--- src/rtl/fetch_arbiter_pkg.sv ---
// rtl/fetch_arbiter_pkg.sv - shared constants and FSM encoding for the fetch arbiter
package fetch_arbiter_pkg;

  localparam int ADDR_W_DEF = 14;
  localparam int WORD_W     = 32;

  typedef enum logic [1:0] {
    ST_RUN    = 2'd0,
    ST_LOAD   = 2'd1,
    ST_RESUME = 2'd2
  } state_e;

endpackage

--- src/rtl/fetch_arbiter_ld_counter.sv ---
// rtl/fetch_arbiter_ld_counter.sv - saturating load word counter with sticky overflow
module ld_counter #(
  parameter int ADDR_W    = 14,
  parameter int MAX_WORDS = 2**ADDR_W
) (
  input  logic            clk,
  input  logic            rst,
  input  logic            clear_i,
  input  logic            inc_i,
  output logic [ADDR_W:0] count_o,
  output logic            full_o,
  output logic            overflow_o
);

  localparam logic [ADDR_W:0] MAX_C = (ADDR_W+1)'(MAX_WORDS);

  logic [ADDR_W:0] cnt_q;
  logic            ovf_q;

  assign count_o    = cnt_q;
  assign full_o     = (cnt_q == MAX_C);
  assign overflow_o = ovf_q;

  // An increment at the limit is the dropped word: flag it, hold the count.
  always_ff @(posedge clk) begin
    if (rst || clear_i) begin
      cnt_q <= '0;
      ovf_q <= 1'b0;
    end else if (inc_i) begin
      if (full_o) begin
        ovf_q <= 1'b1;
      end else begin
        cnt_q <= cnt_q + (ADDR_W+1)'(1);
      end
    end
  end

endmodule

--- src/rtl/fetch_arbiter.sv ---
// rtl/fetch_arbiter.sv - shares the instruction ROM port between core fetch and program load
module fetch_arbiter
  import fetch_arbiter_pkg::*;
#(
  parameter int ADDR_W    = ADDR_W_DEF,
  parameter int MAX_WORDS = 2**ADDR_W
) (
  input  logic              clk,
  input  logic              rst,
  input  logic              fetch_req,
  input  logic [WORD_W-1:0] fetch_addr,
  input  logic              load_start,
  input  logic              ld_valid,
  input  logic [WORD_W-1:0] ld_data,
  input  logic              ld_done,
  output logic              ld_ready,
  output logic [ADDR_W-1:0] mem_addr,
  output logic              mem_we,
  output logic [WORD_W-1:0] mem_wdata,
  input  logic [WORD_W-1:0] mem_rdata,
  output logic [WORD_W-1:0] inst,
  output logic              inst_valid,
  output logic              core_stall,
  output logic              pc_restart,
  output logic              ld_overflow
);

  state_e          state_q;
  logic            inst_valid_q;
  logic [ADDR_W:0] word_cnt;
  logic            cnt_full;
  logic            load_entry;
  logic            accept;
  logic            unused_ok;

  assign load_entry = (state_q == ST_RUN) && load_start;
  assign accept     = (state_q == ST_LOAD) && ld_valid;

  ld_counter #(
    .ADDR_W    (ADDR_W),
    .MAX_WORDS (MAX_WORDS)
  ) u_ld_counter (
    .clk        (clk),
    .rst        (rst),
    .clear_i    (load_entry),
    .inc_i      (accept),
    .count_o    (word_cnt),
    .full_o     (cnt_full),
    .overflow_o (ld_overflow)
  );

  always_ff @(posedge clk) begin
    if (rst) begin
      state_q      <= ST_RUN;
      inst_valid_q <= 1'b0;
    end else begin
      inst_valid_q <= (state_q == ST_RUN) && fetch_req && !load_start;
      case (state_q)
        ST_RUN:    if (load_start) state_q <= ST_LOAD;
        ST_LOAD:   if (ld_done) state_q <= ST_RESUME;
        ST_RESUME: state_q <= ST_RUN;
        default:   state_q <= ST_RUN;
      endcase
    end
  end

  // Write strobe is masked by rst so an aborted load cannot land one more word.
  always_comb begin
    mem_addr   = fetch_addr[ADDR_W+1:2];
    mem_we     = 1'b0;
    mem_wdata  = '0;
    core_stall = 1'b0;
    ld_ready   = 1'b0;
    case (state_q)
      ST_LOAD: begin
        core_stall = 1'b1;
        ld_ready   = 1'b1;
        mem_addr   = word_cnt[ADDR_W-1:0];
        mem_wdata  = ld_data;
        mem_we     = ld_valid && !cnt_full && !rst;
      end
      ST_RESUME: core_stall = 1'b1;
      default: ;
    endcase
  end

  assign pc_restart = (state_q == ST_RESUME);
  assign inst_valid = inst_valid_q;
  assign inst       = inst_valid_q ? mem_rdata : '0;

  assign unused_ok = ^{fetch_addr[WORD_W-1:ADDR_W+2], fetch_addr[1:0], word_cnt[ADDR_W]};

endmodule

--- config.mk ---
export PLATFORM = sky130hd
export DESIGN_NAME = fetch_arbiter
export DESIGN_NICKNAME = d
export VERILOG_FILES = /design/src/rtl/fetch_arbiter_pkg.sv /design/src/rtl/fetch_arbiter_ld_counter.sv /design/src/rtl/fetch_arbiter.sv
export SDC_FILE = /design/constraint.sdc
export NUM_CORES = 1
export LEC_CHECK = 0
export ABC_AREA = 1
export ABC_CLOCK_PERIOD_IN_PS = 1550
export CAP_MARGIN = 20
export CORE_MARGIN = 2
export CORE_UTILIZATION = 29
export CTS_BUF_LIST = sky130_fd_sc_hd__clkbuf_8
export DETAILED_ROUTE_END_ITERATION = 8
export HOLD_SLACK_MARGIN = 0.03
export PLACE_DENSITY = 0.79
export SYNTH_ARGS = -nofsm -noshare
export SYNTH_HDL_FRONTEND = slang
export SYNTH_HIERARCHICAL = 1
export SYNTH_SLANG_ARGS = --single-unit
--- constraint.sdc ---
create_clock -name clk -period 1.55 [get_ports clk]
set_clock_uncertainty 0.15 [all_clocks]
set_input_delay 0.155 -clock clk [delete_from_list [all_inputs] [get_ports clk]]
set_output_delay 0.155 -clock clk [all_outputs]
set_load 0.03 [all_outputs]
==> results.py, run 1 <==
metrics = {
    "timing": {
        "grt_setup_unrepaired": "true",
        "hold_violations_final": 0,
        "min_period_ps": 1730,
        "timing.final.ws_setup_ps": -178,
        "timing.final.crit_share_pct": 111,
        "final-max-slew-violation-count": 0,
        "actual_transition_at_the_worst_max_transition_pin_ps": 337,
        "timing.fmax_mhz": 579,
        "worst_slew_margin_rel_pct": 77.5,
        "final_setup_violation_count": 63,
    },
    "synthesis": {
        "synth-seq-cells": 19,
        "synth_top_area_cell": "sky130_fd_sc_hd__nand2_1",
        "synthesis.area_um2": 2050,
        "net_count_after_synthesis": 485,
        "synthCells": 376,
        "combinational_family_with_the_most_area_after_synthesis": "simple AND/OR/NAND/NOR gates",
        "synth-seq-area-share_pct": 18.5,
        "synth_xor_area_share_pct": 2.56,
        "synth-compound-area-share_pct": 4.08,
        "ranking_of_synthesized_cells_by_area": "sky130_fd_sc_hd__nand2_1 27%, sky130_fd_sc_hd__dfxtp_1 19%, sky130_fd_sc_hd__inv_1 16%, sky130_fd_sc_hd__nor2_1 6.0%, sky130_fd_sc_hd__buf_6 4.4%",
        "synth.mux.area_fraction_pct": 0,
        "synth-adder-area-share_pct": 4.27,
        "syn-mean-instance-area_um2": 5.46,
        "yosys.area.top_type_share_pct": 27.2,
        "synth_cell_type_count": 25,
        "synth_simple_gate_area_share_pct": 46.3,
        "yosysWarningCount": 6,
    },
    "hold_path": {
        "hold_path.class": "reg2reg",
        "hold_path_depth": 2,
    },
    "place": {
        "preCtsSetupSlack_ps": -55.1,
        "port_buffers": 167,
        "place.gp.congestion": 0.947,
        "place_hpwl_mm": 6.39,
        "placed_cells": 644,
    },
    "global_route": {
        "grt_pass1_wl_mm": 13.2,
        "gr-total-overflow": 0,
        "grt_pass1_vias": 2756,
        "grt_usage_pct": 21.5,
        "grt_start_max_net_pins": 34,
        "grt_antenna_before_repair": 0,
    },
    "floorplan": {
        "number_of_primary_i_o_pins": 186,
        "starting_density_of_the_core_pct": 30.1,
        "die_w_um": 88.1,
        "core_area_um2": 6830,
        "placement_rows": 30,
        "chipHeight_um": 88.1,
        "die-area_um2": 7770,
    },
    "routing": {
        "detailed_route_via_count": 3140,
        "postRouteAntennaNets": 0,
        "drt_iter0_drc": 162,
        "top_layer": "met4",
        "met1_routed_wirelength_after_detailed_routing_mm": 3.86,
        "via_per_instance_ratio": 4.69,
        "drt_pass1_iterations": 6,
        "routed_wl_mm": 11.5,
        "routed-wl-met2_mm": 6.17,
        "drcViolationCount": 0,
        "detailroute.wirelength.met3_um": 990,
        "drt-wirelength-per-cell_um": 17.1,
    },
    "cells_and_area": {
        "most_frequent_cells_in_the_layout": "83 x sky130_fd_sc_hd__clkdlybuf4s50_1, 82 x sky130_fd_sc_hd__nand2_1, 60 x sky130_fd_sc_hd__buf_4, 50 x sky130_fd_sc_hd__inv_1, 48 x sky130_fd_sc_hd__buf_6",
        "multi_input_comb_area_um2": 1730,
        "final.fill_count": 444,
        "finish.net_count": 683,
        "diode_insertion_count_for_antenna_repair": 0,
        "final_layout_size_suffix_gt1_share_pct": 52.0,
        "area_growth_pct": 137,
        "layout.cells.most_common": "sky130_fd_sc_hd__clkdlybuf4s50_1",
        "instances_no_fill": 669,
        "regArea_um2": 404,
    },
    "setup_path": {
        "required_ps": 1240,
        "critical_setup_path_kind": "reg2out",
        "worst_r2r_path_depth": 9,
        "cp_data_arrival_time_ps": 1420,
        "critical_path.endpoint_type": "output pin",
        "critPathMaxFanout": 8,
        "cp_cell_sequence": "inv_4, ha_4, clkbuf_16, nand2_2, inv_2, buf_12",
        "cp_slowest_cell": "sky130_fd_sc_hd__dfxtp_4",
        "critical_path.startpoint_type": "flip-flop",
        "highest_cell_delay_on_the_worst_timing_path_ps": 360,
    },
    "status": {
        "violations": "negative setup slack",
        "status": "complete, but fails checks",
    },
    "power_and_ir_drop": {
        "p_leak_nw": 2.65,
        "power-per-cell-area_nw_per_um2": 1070,
        "worst_ir_drop_vdd_mv": 0.560,
    },
    "clock_tree": {
        "clock_sinks": 19,
        "tritoncts.num_buffers": 3,
        "tritoncts": "done",
        "cell_chosen_for_the_clock_root": "sky130_fd_sc_hd__clkbuf_8",
        "clk-insertion-delay-late_ps": 250,
        "clockBufferDepth": 2,
        "clk_pin_slew_ps": 80,
        "cts-hold-fix-buffers": 0,
        "cts_h_tree_depth": 1,
    },
    "flow_run": {
        "maxCapViolations": 0,
    },
}
## final cells by class
class,count,share of cell area (%)
well taps,96,2.47
multi-input cells,251,35.6
clock buffers,3,0.850
repair buffers,209,45.0
flip-flops and latches,19,8.32
clock inverters,1,0.103
inverters,90,7.65
## per-layer routing
layer  global-route usage (%)  up-vias
li1                         -     1477
met1                     22.5     1460
met2                     42.8      163
met3                     4.24       40
met4                     6.20        0
met5                        0        -
## where the power goes
part / leakage [nW] / switching (W) / internal (W)
clock: 0.0255 / 0.000172 / 0.000179
sequential: 0.161 / 0.0000416 / 0.000531
combinational: 2.47 / 0.00237 / 0.00188
## critical path, delay by kind of cell (launching register included)
kind                     cells  cell delay (ps)
flip-flops                   1              360
adder cells (fa/ha/maj)      1              240
buffers and inverters        4              500
AND/OR/NAND/NOR              1               70
## cell usage after synthesis, drive strengths merged
cell type,number
nand2,158
inv,89
nor2,40
dfxtp,19
nand3,16
buf,13
a21oi,10
nand4,9
ha,7
xor2,5
clkbuf,3
o21ai,3
nor3,2
clkinv,1
xnor2,1
## repair_timing
item / CTS / global route
resized for setup: 123 / 125
gates cloned: 2 / 3
setup endpoints to repair: 63 / 75
pin swaps: 8 / 20
buffers inserted: 16 / 2
## path summary, 6_finish.rpt
path / endpoint / start / slack, ps
max: mem_wdata[17] / state_q[1] / -180
min: u_ld_counter/overflow_o / u_ld_counter/overflow_o / 310
max reg2reg: u_ld_counter/count_o[11] / state_q[1] / -170
min reg2reg: u_ld_counter/overflow_o / u_ld_counter/overflow_o / 310
## registers in the layout, indices dropped and copies added, names as in the netlist
signal / count
inst_valid: 1
state_q: 2
u_ld_counter/count_o: 15
u_ld_counter/overflow_o: 1
## cells by family after synthesis
logic type      after synthesis
simple gates                225
buf+inv                     106
flops                        19
compound gates               13
fa+ha+maj                     7
xor+xnor                      6
## stage by stage
stage                     setup TNS [ps]  util (%)  power (W)  hold WS, ps  area [um2]
after global placement             -23.4      55.5    0.00333          296        3790
final                              -6440      71.1    0.00517          308        4860
after global routing               -9580      71.1    0.00537          330        4860
after detailed placement            -331      55.5    0.00337          303        3790
after floorplan                        0         -    0.00230          126        2100
after CTS                          -3180      64.6    0.00461          277        4410
No activity file was read; power rests on OpenSTA's default activity.
==> inputs of run 2 (changes only) <==
Settings changed: ABC_CLOCK_PERIOD_IN_PS 1550 to 1400.
Clock period 1.55 ns to 1.4 ns, I/O delays scaled along.
==> run 2 against run 1 <==
The flow still finishes with violations (negative setup slack). Register-to-register slack worse by 110 ps. Global-route usage up 5.9 points. Largest power group unchanged. Cell count is 4.2% higher.
==> results.py, run 2 (synthesis gave the netlist of run 1 again) <==
metrics = {
    "power_and_ir_drop": {
        "p_leak_nw": 2.97,
        "worst_ir_drop_vdd_mv": 0.876,
        "power-per-cell-area_nw_per_um2": 1140,
    },
    "cells_and_area": {
        "postLayoutCellArea_um2": 5620,
        "final_layout_size_suffix_gt1_share_pct": 63.8,
        "instances_no_fill": 697,
        "final_core_utilization_pct": 82.3,
        "regArea_um2": 403,
        "finish.net_count": 709,
        "final.fill_count": 386,
        "multi_input_comb_area_um2": 2020,
        "most_frequent_cells_in_the_layout": "89 x sky130_fd_sc_hd__buf_6, 83 x sky130_fd_sc_hd__clkdlybuf4s50_1, 62 x sky130_fd_sc_hd__nand2_4, 51 x sky130_fd_sc_hd__inv_2, 49 x sky130_fd_sc_hd__nand2_1",
        "layout.cells.most_common": "sky130_fd_sc_hd__buf_6",
        "area_growth_pct": 174,
        "largest_reg_flops": 15,
    },
    "setup_path": {
        "critical_setup_path_kind": "reg2out",
        "critical_path.n_buffers_inverters": 4,
        "required_ps": 1110,
        "highest_cell_delay_on_the_worst_timing_path_ps": 340,
        "cp_cell_sequence": "inv_4, ha_4, buf_8, clkinv_8, nand2_4, nand2_2, buf_6",
        "timing.rr.start": "u_ld_counter/count_o[0]",
        "cp_data_arrival_time_ps": 1410,
        "critPathMaxFanout": 7,
        "worst_r2r_path_depth": 10,
        "critical_path.reg2reg.endpoint": "u_ld_counter/count_o[0]",
        "critical_path.startpoint_type": "flip-flop",
        "critical_path.endpoint_type": "output pin",
        "cp_slowest_cell": "sky130_fd_sc_hd__dfxtp_2",
        "rrSetupSlack_ps": -280,
        "critical-path-top-delay-family": "buffers and inverters",
    },
    "timing": {
        "actual_transition_at_the_worst_max_transition_pin_ps": 298,
        "hold_violations_final": 0,
        "final_setup_violation_count": 89,
        "worst_slew_margin_rel_pct": 80.2,
        "min_period_ps": 1700,
        "timing.final.ws_setup_ps": -304,
        "timing.fmax_mhz": 587,
        "timing.final.crit_share_pct": 122,
        "final-max-slew-violation-count": 0,
        "grt_setup_unrepaired": "true",
    },
    "place": {
        "place.gp.congestion": 0.856,
        "placed_cells": 661,
        "place_hpwl_mm": 7.62,
        "port_buffers": 167,
        "placed_area_um2": 4110,
    },
    "clock_tree": {
        "clock_sinks": 19,
        "cts_h_tree_depth": 1,
        "clk-insertion-delay-late_ps": 260,
        "clockBufferDepth": 2,
        "cell_chosen_for_the_clock_root": "sky130_fd_sc_hd__clkbuf_8",
        "clk_pin_slew_ps": 80,
        "tritoncts.num_buffers": 3,
        "tritoncts": "done",
    },
    "floorplan": {
        "die_w_um": 88.1,
        "core_area_um2": 6830,
        "placement_rows": 30,
        "starting_density_of_the_core_pct": 30.1,
        "chipHeight_um": 88.1,
        "die-area_um2": 7770,
        "number_of_primary_i_o_pins": 186,
    },
    "routing": {
        "drt_pass1_iterations": 4,
        "drt_iter0_drc": 207,
        "postRouteAntennaNets": 0,
        "drcViolationCount": 0,
        "via_per_instance_ratio": 4.75,
        "drt-wirelength-per-cell_um": 18.3,
        "routed_wl_mm": 12.8,
        "detailed_route_via_count": 3309,
    },
    "global_route": {
        "met3_demand_to_capacity_share_in_global_routing_pct": 4.52,
        "grt_usage_pct": 27.4,
        "met1_usage_pct": 27.1,
        "gr-total-overflow": 0,
        "grt_start_max_net_pins": 24,
        "gr-max-usage-layer": "met2",
        "grt_antenna_before_repair": 2,
        "global_routing_usage_on_met2_pct": 55.6,
        "grt_pass1_wl_mm": 16.2,
        "grt_pass1_vias": 3221,
    },
    "hold_path": {
        "hold_path.class": "in2reg",
        "min_delay_worst_endpoint": "inst_valid",
        "hp-start": "fetch_req",
        "hold_path_depth": 3,
    },
    "flow_run": {
        "maxCapViolations": 0,
    },
    "status": {
        "violations": "negative setup slack",
        "status": "complete, but fails checks",
    },
}
-- run 2: where the power goes --
group | switching, W | internal, W | total [W] | leakage, nW
Clock | 0.000213 | 0.000199 | 0.000411 | 0.0255
Sequential | 0.0000548 | 0.000585 | 0.000639 | 0.160
Combinational | 0.00289 | 0.00248 | 0.00537 | 2.78
-- run 2: cell type report --
class	count	share of cell area, %
timing repair buffer	234	46.9
multi-input combinational	251	35.9
sequential	19	7.16
inverter	90	6.70
tap	96	2.14
clock buffer	3	0.734
timing repair inverter	1	0.289
clock inverter	1	0.0890
antenna	2	0.0890
-- run 2: routing by layer --
metal	part of all wire [%]	vias up
li1	-	1537
met3	6.8	50
met4	6.3	0
met1	34	1561
met5	0	-
met2	53	161
-- run 2: repair_timing --
| action | in CTS | in global routing |
|---|---|---|
| resized for setup | 184 | 182 |
| pin swaps | 40 | 28 |
| gates cloned | 5 | 6 |
| buffers inserted | 20 | 7 |
| endpoints found under the setup margin | 68 | 82 |
| hold buffers | 0 | 0 |
-- run 2: worst max path at each step --
stage | from | slack, ps | cells past startpoint | end
6_report | state_q[1] | -300 | 7 | mem_addr[13]
4_1_cts | state_q[1] | -260 | 7 | mem_addr[12]
3_5_place_dp | ld_valid | -160 | 7 | u_ld_counter/count_o[8]
2_1_floorplan | state_q[1] | -20 | 5 | mem_we
5_1_grt | u_ld_counter/count_o[3] | -370 | 5 | mem_we
3_3_place_gp | u_ld_counter/count_o[1] | -100 | 6 | mem_we
-- run 2: worst min-delay path, delay by kind of cell --
kind          cells  cell delay [ps]
simple gates      2              110
buf+inv           1              400
-- run 2: per-stage QoR --
stage / setup TNS, ps / power (W) / hold WS [ps] / setup WS [ps]
2_1_floorplan: -17.7 / 0.00269 / 111 / -17.7
3_3_place_gp: -1290 / 0.00402 / 292 / -98.9
3_5_place_dp: -2180 / 0.00406 / 296 / -159
4_1_cts: -11760 / 0.00566 / 267 / -262
5_1_grt: -20790 / 0.00669 / 272 / -368
6_report: -16420 / 0.00642 / 266 / -304
